--- src/rtl/trap_controller_if.sv ---
// Trap controller bus: decoder/PC-side inputs and the redirected PC select, EPC and debug status.
interface trap_controller_if #(
    parameter int TRAP_CNT_W = 16
);
    logic [31:0]           PC;
    logic [31:0]           PCplus4;
    logic [2:0]            pcsrc_in;
    logic                  illop_in;
    logic                  eret_in;
    logic                  irq_in;
    logic                  irq_en;
    logic [2:0]            PCSrc;
    logic                  epc_wr;
    logic [31:0]           EPC;
    logic                  in_handler;
    logic                  irq_pending;
    logic                  double_fault;
    logic [TRAP_CNT_W-1:0] trap_count;

    modport master (
        output PC, PCplus4, pcsrc_in, illop_in, eret_in, irq_in, irq_en,
        input  PCSrc, epc_wr, EPC, in_handler, irq_pending, double_fault, trap_count
    );

    modport slave (
        input  PC, PCplus4, pcsrc_in, illop_in, eret_in, irq_in, irq_en,
        output PCSrc, epc_wr, EPC, in_handler, irq_pending, double_fault, trap_count
    );
endinterface

--- src/rtl/trap_controller.sv ---
// Trap arbitration ahead of the PC register: illop > irq > decoder select; PCSrc/EPC combinational,
// mode/pending/counters update on the next edge. No backpressure: one instruction retires per clock.
module trap_controller #(
    parameter int TRAP_CNT_W  = 16,
    parameter int HOLDOFF_CYC = 1
) (
    input logic               clk,
    input logic               reset,
    trap_controller_if.slave  bus
);
    typedef enum logic [1:0] {
        ST_HANDLER = 2'd0,
        ST_HOLDOFF = 2'd1,
        ST_USER    = 2'd2
    } state_t;

    localparam logic [TRAP_CNT_W-1:0] CNT_ONE = {{(TRAP_CNT_W-1){1'b0}}, 1'b1};
    localparam logic [3:0]            HOLD_INIT = 4'(HOLDOFF_CYC);

    state_t                state_q, state_d;
    logic [3:0]            hold_q, hold_d;
    logic                  irq_prev_q;
    logic                  irq_pend_q, irq_pend_d;
    logic                  dfault_q, dfault_d;
    logic [TRAP_CNT_W-1:0] trap_cnt_q, trap_cnt_d;
    logic                  take_ill, take_irq, irq_rise;

    always_ff @(posedge clk) begin
        if (!reset) begin
            state_q    <= ST_HANDLER;
            hold_q     <= 4'd0;
            irq_prev_q <= 1'b0;
            irq_pend_q <= 1'b0;
            dfault_q   <= 1'b0;
            trap_cnt_q <= '0;
        end else begin
            state_q    <= state_d;
            hold_q     <= hold_d;
            irq_prev_q <= bus.irq_in;
            irq_pend_q <= irq_pend_d;
            dfault_q   <= dfault_d;
            trap_cnt_q <= trap_cnt_d;
        end
    end

    always_comb begin
        state_d    = state_q;
        hold_d     = hold_q;
        dfault_d   = dfault_q;
        trap_cnt_d = trap_cnt_q;

        take_ill = bus.illop_in;
        take_irq = irq_pend_q & bus.irq_en & (state_q == ST_USER) & ~bus.PC[31] & ~bus.illop_in;
        irq_rise = bus.irq_in & ~irq_prev_q;
        // A fresh edge in the same cycle as a take re-arms the request.
        irq_pend_d = irq_rise | (irq_pend_q & ~take_irq);

        bus.epc_wr = take_ill | take_irq;
        bus.EPC    = take_irq ? bus.PC : bus.PCplus4;
        if (take_ill)      bus.PCSrc = 3'd4;
        else if (take_irq) bus.PCSrc = 3'd5;
        else               bus.PCSrc = bus.pcsrc_in;

        if ((take_ill || take_irq) && (trap_cnt_q != '1))
            trap_cnt_d = trap_cnt_q + CNT_ONE;

        case (state_q)
            ST_USER: begin
                if (take_ill || take_irq) state_d = ST_HANDLER;
            end
            ST_HANDLER: begin
                if (take_ill) begin
                    dfault_d = 1'b1;
                end else if (bus.eret_in) begin
                    state_d = ST_HOLDOFF;
                    hold_d  = HOLD_INIT;
                end
            end
            ST_HOLDOFF: begin
                if (take_ill) begin
                    state_d = ST_HANDLER;
                end else if (hold_q <= 4'd1) begin
                    state_d = ST_USER;
                end else begin
                    hold_d = hold_q - 4'd1;
                end
            end
            default: state_d = ST_HANDLER;
        endcase

        bus.in_handler   = (state_q == ST_HANDLER);
        bus.irq_pending  = irq_pend_q;
        bus.double_fault = dfault_q;
        bus.trap_count   = trap_cnt_q;
    end
endmodule
--- src/flat_wrapper.sv ---
// flat-port wrapper written by rule: the top's interface ports become plain ports
module trap_controller_flat 
#(
    parameter int TRAP_CNT_W  = 16,
    parameter int HOLDOFF_CYC = 1
)
  (clk, reset, bus_PC, bus_PCplus4, bus_pcsrc_in, bus_illop_in, bus_eret_in, bus_irq_in, bus_irq_en, bus_PCSrc, bus_epc_wr, bus_EPC, bus_in_handler, bus_irq_pending, bus_double_fault, bus_trap_count);
  trap_controller_if #(.TRAP_CNT_W(TRAP_CNT_W)) bus_i ();
  input logic clk;
  input logic reset;
  input wire logic [$bits(bus_i.PC)-1:0] bus_PC;
  input wire logic [$bits(bus_i.PCplus4)-1:0] bus_PCplus4;
  input wire logic [$bits(bus_i.pcsrc_in)-1:0] bus_pcsrc_in;
  input wire logic [$bits(bus_i.illop_in)-1:0] bus_illop_in;
  input wire logic [$bits(bus_i.eret_in)-1:0] bus_eret_in;
  input wire logic [$bits(bus_i.irq_in)-1:0] bus_irq_in;
  input wire logic [$bits(bus_i.irq_en)-1:0] bus_irq_en;
  output wire logic [$bits(bus_i.PCSrc)-1:0] bus_PCSrc;
  output wire logic [$bits(bus_i.epc_wr)-1:0] bus_epc_wr;
  output wire logic [$bits(bus_i.EPC)-1:0] bus_EPC;
  output wire logic [$bits(bus_i.in_handler)-1:0] bus_in_handler;
  output wire logic [$bits(bus_i.irq_pending)-1:0] bus_irq_pending;
  output wire logic [$bits(bus_i.double_fault)-1:0] bus_double_fault;
  output wire logic [$bits(bus_i.trap_count)-1:0] bus_trap_count;
  assign bus_i.PC = bus_PC;
  assign bus_i.PCplus4 = bus_PCplus4;
  assign bus_i.pcsrc_in = bus_pcsrc_in;
  assign bus_i.illop_in = bus_illop_in;
  assign bus_i.eret_in = bus_eret_in;
  assign bus_i.irq_in = bus_irq_in;
  assign bus_i.irq_en = bus_irq_en;
  assign bus_PCSrc = bus_i.PCSrc;
  assign bus_epc_wr = bus_i.epc_wr;
  assign bus_EPC = bus_i.EPC;
  assign bus_in_handler = bus_i.in_handler;
  assign bus_irq_pending = bus_i.irq_pending;
  assign bus_double_fault = bus_i.double_fault;
  assign bus_trap_count = bus_i.trap_count;
  trap_controller #(.TRAP_CNT_W(TRAP_CNT_W), .HOLDOFF_CYC(HOLDOFF_CYC)) u_core (.clk(clk), .reset(reset), .bus(bus_i));
endmodule
--- config.mk ---
export PLATFORM = sky130hd
export DESIGN_NAME = trap_controller_flat
export DESIGN_NICKNAME = d
export VERILOG_FILES = /design/src/rtl/trap_controller_if.sv /design/src/rtl/trap_controller.sv /design/src/flat_wrapper.sv
export SDC_FILE = /design/constraint.sdc
export NUM_CORES = 1
export LEC_CHECK = 0
export BUFFER_PORTS_ARGS = -buffer_cell sky130_fd_sc_hd__buf_2
export CORE_AREA = 4 4 52 101
export DETAILED_ROUTE_END_ITERATION = 10
export DIE_AREA = 0 0 56 105
export PLACE_DENSITY = 0.78
export SLEW_MARGIN = 40
export SYNTH_ARGS = -nofsm -noshare
export SYNTH_HDL_FRONTEND = slang
export SYNTH_SLANG_ARGS = --single-unit
--- constraint.sdc ---
create_clock -name clk -period 2.1 [get_ports clk]
set_input_delay 0.21 -clock clk [delete_from_list [all_inputs] [get_ports clk]]
set_output_delay 0.21 -clock clk [all_outputs]
set_load 0.03 [all_outputs]
==> flow_metrics.tcl, run 1 <==
set metrics [dict create \
    outcome "complete, no violations" \
    clock.fmax_mhz 501 \
    num_vias 2103 \
    grt_first_pass_wirelength_mm 10.0 \
    cp_max_fo 17 \
    ios 128 \
    clk_pin_slew_worst_paths_ps 80 \
    endpoint_kind "output port" \
    rsz0062_at_grt "false" \
    cp_data_arrival_time_ps 1780 \
    grt_max_degree 34 \
    htreeDepth 1 \
    ys.warnings.count 0 \
    slew-limit-headroom 0.650 \
    root_buffer "clkbuf_8" \
    critPathLaunchType "flip-flop" \
    hold_viol_final 0 \
    drive_gt1_frac 0.541 \
    setup_ws_ps 105 \
    final.setup_skew_ps 7.26 \
    initial_core_util 0.387 \
    synth.avg_cell_area_um2 8.73 \
    die-area_um2 5880 \
    layout_commonest_cell "buf_2" \
    design_area_um2 2560 \
    setup_tns_ps 0 \
    maxSlewViolCount 0 \
    vias_per_cell 5.45 \
    slowest_delay_ps 370 \
    antenna_cells 0 \
    fin_cells 386 \
    cap_violations 0 \
    overflow 0 \
    grt_usage 0.206 \
    wl_mm 6.36 \
    path_cells "nand2_2 -> nor4_4 -> buf_4 -> buf_12 -> mux2_2 -> clkbuf_4" \
    grt_pass1_vias 2008 \
    die_h_um 105 \
    cts_max_path_buffers 2 \
    post-dp-hpwl_mm 5.12 \
    placementRows 35 \
    crit_cells 6 \
    hold_path_depth 3 \
    final_cell_mix "buf_2, mux2_2, dfxtp_1" \
    drc 0 \
    syn-num-nets 278 \
    coreArea_um2 4550 \
    synthDistinctLibCells 40 \
    setup_viol 0 \
    final_nets 408 \
    fin_crit_sh 0.950 \
    cts_made_buffers 3 \
    drtAntennaViolNets 0 \
    path_class "reg2out" \
    yosysSeqAreaShare 0.284 \
    p_leak_nw 1.20 \
    p_total_mw 1.11 \
    routabilityCongestion 0.877 \
    syn_inst 202 \
    antenna_found_initial 0 \
    drt-initial-drc-count 132 \
    cts_tree "yes" \
    die_w_um 56 \
    synth_seq_cells 25 \
    place_area_um2 2470 \
    min_period_ps 1990 \
    syn_to_final_growth_pct 44.9 \
    clk-insertion-delay-late_ps 270 \
    cp.buffers_inverters 3 \
    wire_per_inst_um 16.5 \
    powerDensity_nw_per_um2 434 \
    crit_family "buffers and inverters" \
    crit_slowest_cell "dfxtp_4" \
    hold_class "in2reg" \
    vdd_ir_drop_max_mv 0.404 \
    critical_path_required_ps 1890 \
    clock_sinks 25 \
    r2r_cells 6 \
    synth_area_um2 1760 \
    dpl.cell_count 380 \
    placement.io_buffers 127 \
    dp_slack_ps 174 \
    firstDrtPassIters 4 \
    worst_pin_slew_ps 525 \
]
-- routing by layer --
layer | track usage | routed length [um] | vias to the layer above
met3 | 0.0272 | 387 | 20
met1 | 0.247 | 2420 | 970
met2 | 0.374 | 3400 | 104
li1 | - | - | 1009
met5 | 0 | 0 | -
met4 | 0.0560 | 157 | 0
-- area by class of cell --
cell class                      instances  area (um^2)
Multi-Input combinational cell        156         1170
Tap cell                               55         68.8
Sequential cell                        25          504
Inverter                               11         41.3
Clock buffer                            4         45.0
Timing Repair Buffer                  135          731
Fill cell                             453         2000
-- kinds of logic after synthesis --
logic type      Yosys count  synth area share
mux                      38             0.238
buf+inv                  21            0.0567
fa+ha+maj                 3            0.0213
simple gates             80             0.277
flops                    25             0.284
compound gates           35             0.123
-- cell usage after synthesis, drive strengths merged --
cell | count | area, um^2
o22ai | 1 | 6.26
a21oi | 13 | 65.1
nand2 | 14 | 52.6
o31ai | 5 | 37.5
a31o | 2 | 17.5
buf | 7 | 47.5
mux2 | 31 | 349
nor2 | 10 | 37.5
a221oi | 1 | 8.76
a41oi | 1 | 8.76
nor4 | 8 | 80.1
or4 | 5 | 41.3
a211oi | 2 | 15.0
nor2b | 1 | 6.26
nor4b | 2 | 23.8
dfxtp | 25 | 500
nand4b | 1 | 8.76
and3 | 4 | 26.3
nand2b | 7 | 43.8
nand3b | 1 | 7.51
nand3 | 7 | 35.0
o31a | 1 | 8.76
o21ai | 8 | 40.0
or3 | 5 | 31.3
mux2i | 7 | 70.1
nand4 | 6 | 43.8
a311o | 1 | 10.0
ha | 3 | 37.5
clkbuf | 3 | 11.3
inv | 11 | 41.3
nor3 | 4 | 20.0
and2 | 3 | 18.8
or2 | 2 | 12.5
-- registers in the layout (all words and copies together), names as in the netlist --
signal                   flops
u_core.bus.double_fault      1
u_core.bus.irq_pending       1
u_core.bus.trap_count       16
u_core.hold_q                4
u_core.irq_prev_q            1
u_core.state_q               2
-- report_power, final --
group / internal, mW / switching, mW
Sequential: 0.487 / 0.0116
Clock: 0.136 / 0.147
Combinational: 0.134 / 0.194
Total: 0.756 / 0.353
-- worst min-delay path: cells and delay by family --
| family | cells | cell delay (ps) |
|---|---|---|
| buffers and inverters | 2 | 120 |
| AND/OR/NAND/NOR | 1 | 90 |
-- final timing paths --
check	start	end	slack (ps)
max reg2reg	u_core.hold_q[0]$_SDFFE_PN0P_	u_core.hold_q[3]$_SDFFE_PN0P_	140
min reg2reg	u_core.bus.double_fault$_SDFFE_PN0P_	u_core.bus.double_fault$_SDFFE_PN0P_	480
min	bus_irq_in	u_core.irq_prev_q$_SDFF_PN0_	190
max	u_core.state_q[1]$_SDFFE_PN0P_	bus_EPC[8]	110
-- per-stage QoR --
step	hold slack [ps]	utilization
5_1_grt	210	0.561
4_1_cts	186	0.552
3_5_place_dp	456	0.542
3_3_place_gp	445	0.542
2_1_floorplan	345	-
6_report	190	0.561
-- timing repair --
action / 4_1_cts / 5_1_grt
gates resized for setup: 0 / 5
hold buffers: 0 / 0
endpoints found under the setup margin: 0 / 31
setup buffers: 0 / 1
Note: power is estimated with default switching activity, not from simulation.
==> run 2: changes to the inputs <==
--- a/config.mk
+++ b/config.mk
@@ -6,10 +6,10 @@
 export NUM_CORES = 1
 export LEC_CHECK = 0
 export BUFFER_PORTS_ARGS = -buffer_cell sky130_fd_sc_hd__buf_2
-export CORE_AREA = 4 4 52 101
+export CORE_AREA = 4 4 72 74
 export DETAILED_ROUTE_END_ITERATION = 10
-export DIE_AREA = 0 0 56 105
-export PLACE_DENSITY = 0.78
+export DIE_AREA = 0 0 76 78
+export PLACE_DENSITY = 0.77
 export SLEW_MARGIN = 40
 export SYNTH_ARGS = -nofsm -noshare
 export SYNTH_HDL_FRONTEND = slang
==> flow_metrics.tcl, run 2 (synthesis gave the netlist of run 1 again) <==
set metrics [dict create \
    outcome "complete, no violations" \
    hold_viol_final 0 \
    layout_commonest_cell "buf_2" \
    overflow 0 \
    slew-limit-headroom 0.645 \
    endpoint_kind "output port" \
    htreeDepth 1 \
    cp_data_arrival_time_ps 1840 \
    nFillCells 423 \
    drc 0 \
    crit_family "buffers and inverters" \
    placementRows 25 \
    antenna_found_initial 0 \
    grt_pass1_vias 1887 \
    cp.buffers_inverters 2 \
    whs_ps 169 \
    rsz0062_at_grt "true" \
    wl_mm 5.91 \
    drive_gt1_frac 0.553 \
    post-dp-hpwl_mm 4.45 \
    drtAntennaViolNets 0 \
    path_cells "nand2b_4 -> nor4_4 -> bufbuf_16 -> mux2_2 -> buf_2" \
    initial_core_util 0.384 \
    clock.fmax_mhz 488 \
    dp_slack_ps 166 \
    multi_input_area_um2 1180 \
    syn_to_final_growth_pct 52.4 \
    critPathLaunchType "flip-flop" \
    clk-insertion-delay-late_ps 270 \
    crit_slowest_cell "dfxtp_4" \
    final_cell_mix "buf_2, mux2_2, dfxtp_1" \
    p_total_mw 1.13 \
    place_area_um2 2480 \
    cts_max_path_buffers 2 \
    die_h_um 78 \
    drt-initial-drc-count 97 \
    placement.io_buffers 127 \
    maxSlewViolCount 0 \
    min_period_ps 2050 \
    clock_sinks 25 \
    cp_max_fo 16 \
    antenna_cells 0 \
    root_buffer "clkbuf_8" \
    largest_reg_flops 16 \
    hold_class "in2reg" \
    wire_per_inst_um 15.3 \
    setup_tns_ps 0 \
    grt_first_pass_wirelength_mm 8.99 \
    cts_made_buffers 3 \
    firstDrtPassIters 4 \
    slowest_delay_ps 370 \
    num_vias 2035 \
    path_class "reg2out" \
    final.setup_skew_ps 3.25 \
    critical_path_required_ps 1890 \
    coreArea_um2 4600 \
    grt_usage 0.178 \
    powerDensity_nw_per_um2 422 \
    grt_max_degree 18 \
    vdd_ir_drop_max_mv 0.305 \
    design_area_um2 2690 \
    cap_violations 0 \
    seqCellArea_um2 505 \
    fin_crit_sh 0.975 \
    worst_pin_slew_ps 533 \
    routabilityCongestion 0.830 \
    clk_pin_slew_worst_paths_ps 90 \
    die_w_um 76 \
    final_nets 410 \
    die-area_um2 5930 \
    setup_ws_ps 52.2 \
    p_leak_nw 1.26 \
    vias_per_cell 5.26 \
    setup_viol 0 \
    ios 128 \
    cts_tree "yes" \
]
run 2: cell count changes in the layout (fill, tap and decap cells not counted), moves of 2 or more:
cell      previous run  this run
buf_2              125       113
buf_6                0        10
buf_4                6        10
clkbuf_4             2         0
run 2: layout make-up:
| class | count | area share |
|---|---|---|
| sequential | 25 | 0.188 |
| inverter | 11 | 0.0154 |
| multi-input combinational | 156 | 0.438 |
| tap | 54 | 0.0251 |
| timing repair buffer | 137 | 0.316 |
| clock inverter | 1 | 0.00186 |
| clock buffer | 3 | 0.0154 |
run 2: worst reg2reg max path: cells and delay by family (launching register included):
family                   cells  cell delay [ps]
flip-flops                   1              370
adder cells (fa/ha/maj)      1              210
AO/OA/AOI/OAI                2              560
AND/OR/NAND/NOR              2              660
buffers and inverters        1              100
run 2: path summary, 6_finish.rpt:
check | from | end | slack, ps | depth (start not counted)
worst min register to register | u_core.bus.double_fault$_SDFFE_PN0P_ | u_core.bus.double_fault$_SDFFE_PN0P_ | 480 | 2
worst min-delay path | bus_irq_in | u_core.irq_prev_q$_SDFF_PN0_ | 170 | 3
worst max register to register | u_core.hold_q[0]$_SDFFE_PN0P_ | u_core.hold_q[3]$_SDFFE_PN0P_ | 130 | 6
worst max-delay path | u_core.bus.irq_pending$_SDFF_PN0_ | bus_EPC[18] | 50 | 5
run 2: where the power goes:
part,internal [mW],leakage (nW),switching (mW),total [mW]
Combinational,0.153,1.03,0.196,0.349
Sequential,0.487,0.204,0.0120,0.499
Clock,0.133,0.0255,0.152,0.285
Total,0.774,1.26,0.360,1.13
run 2: stage by stage:
step                      std cells   util
final                           387  0.585
after detailed placement        379  0.539
after global routing            387  0.585
after global placement          379  0.539
after CTS                       385  0.559
after floorplan                 202      -
run 2: repair_timing:
item	in CTS	in global routing
hold buffers	0	0
setup endpoints to repair	1	31
cloned	1	1
hold endpoints to repair	0	0
resized for setup	3	40
setup buffers	1	1
pin swaps	1	1
run 2: metal layers:
layer,part of all wire,vias to the layer above,wire length (um),track usage
li1,-,1014,-,-
met1,0.44,938,2620,0.248
met2,0.49,77,2900,0.274
met3,0.061,6,361,0.0487
met4,0.0058,0,34,0.0320
met5,0,-,0,0
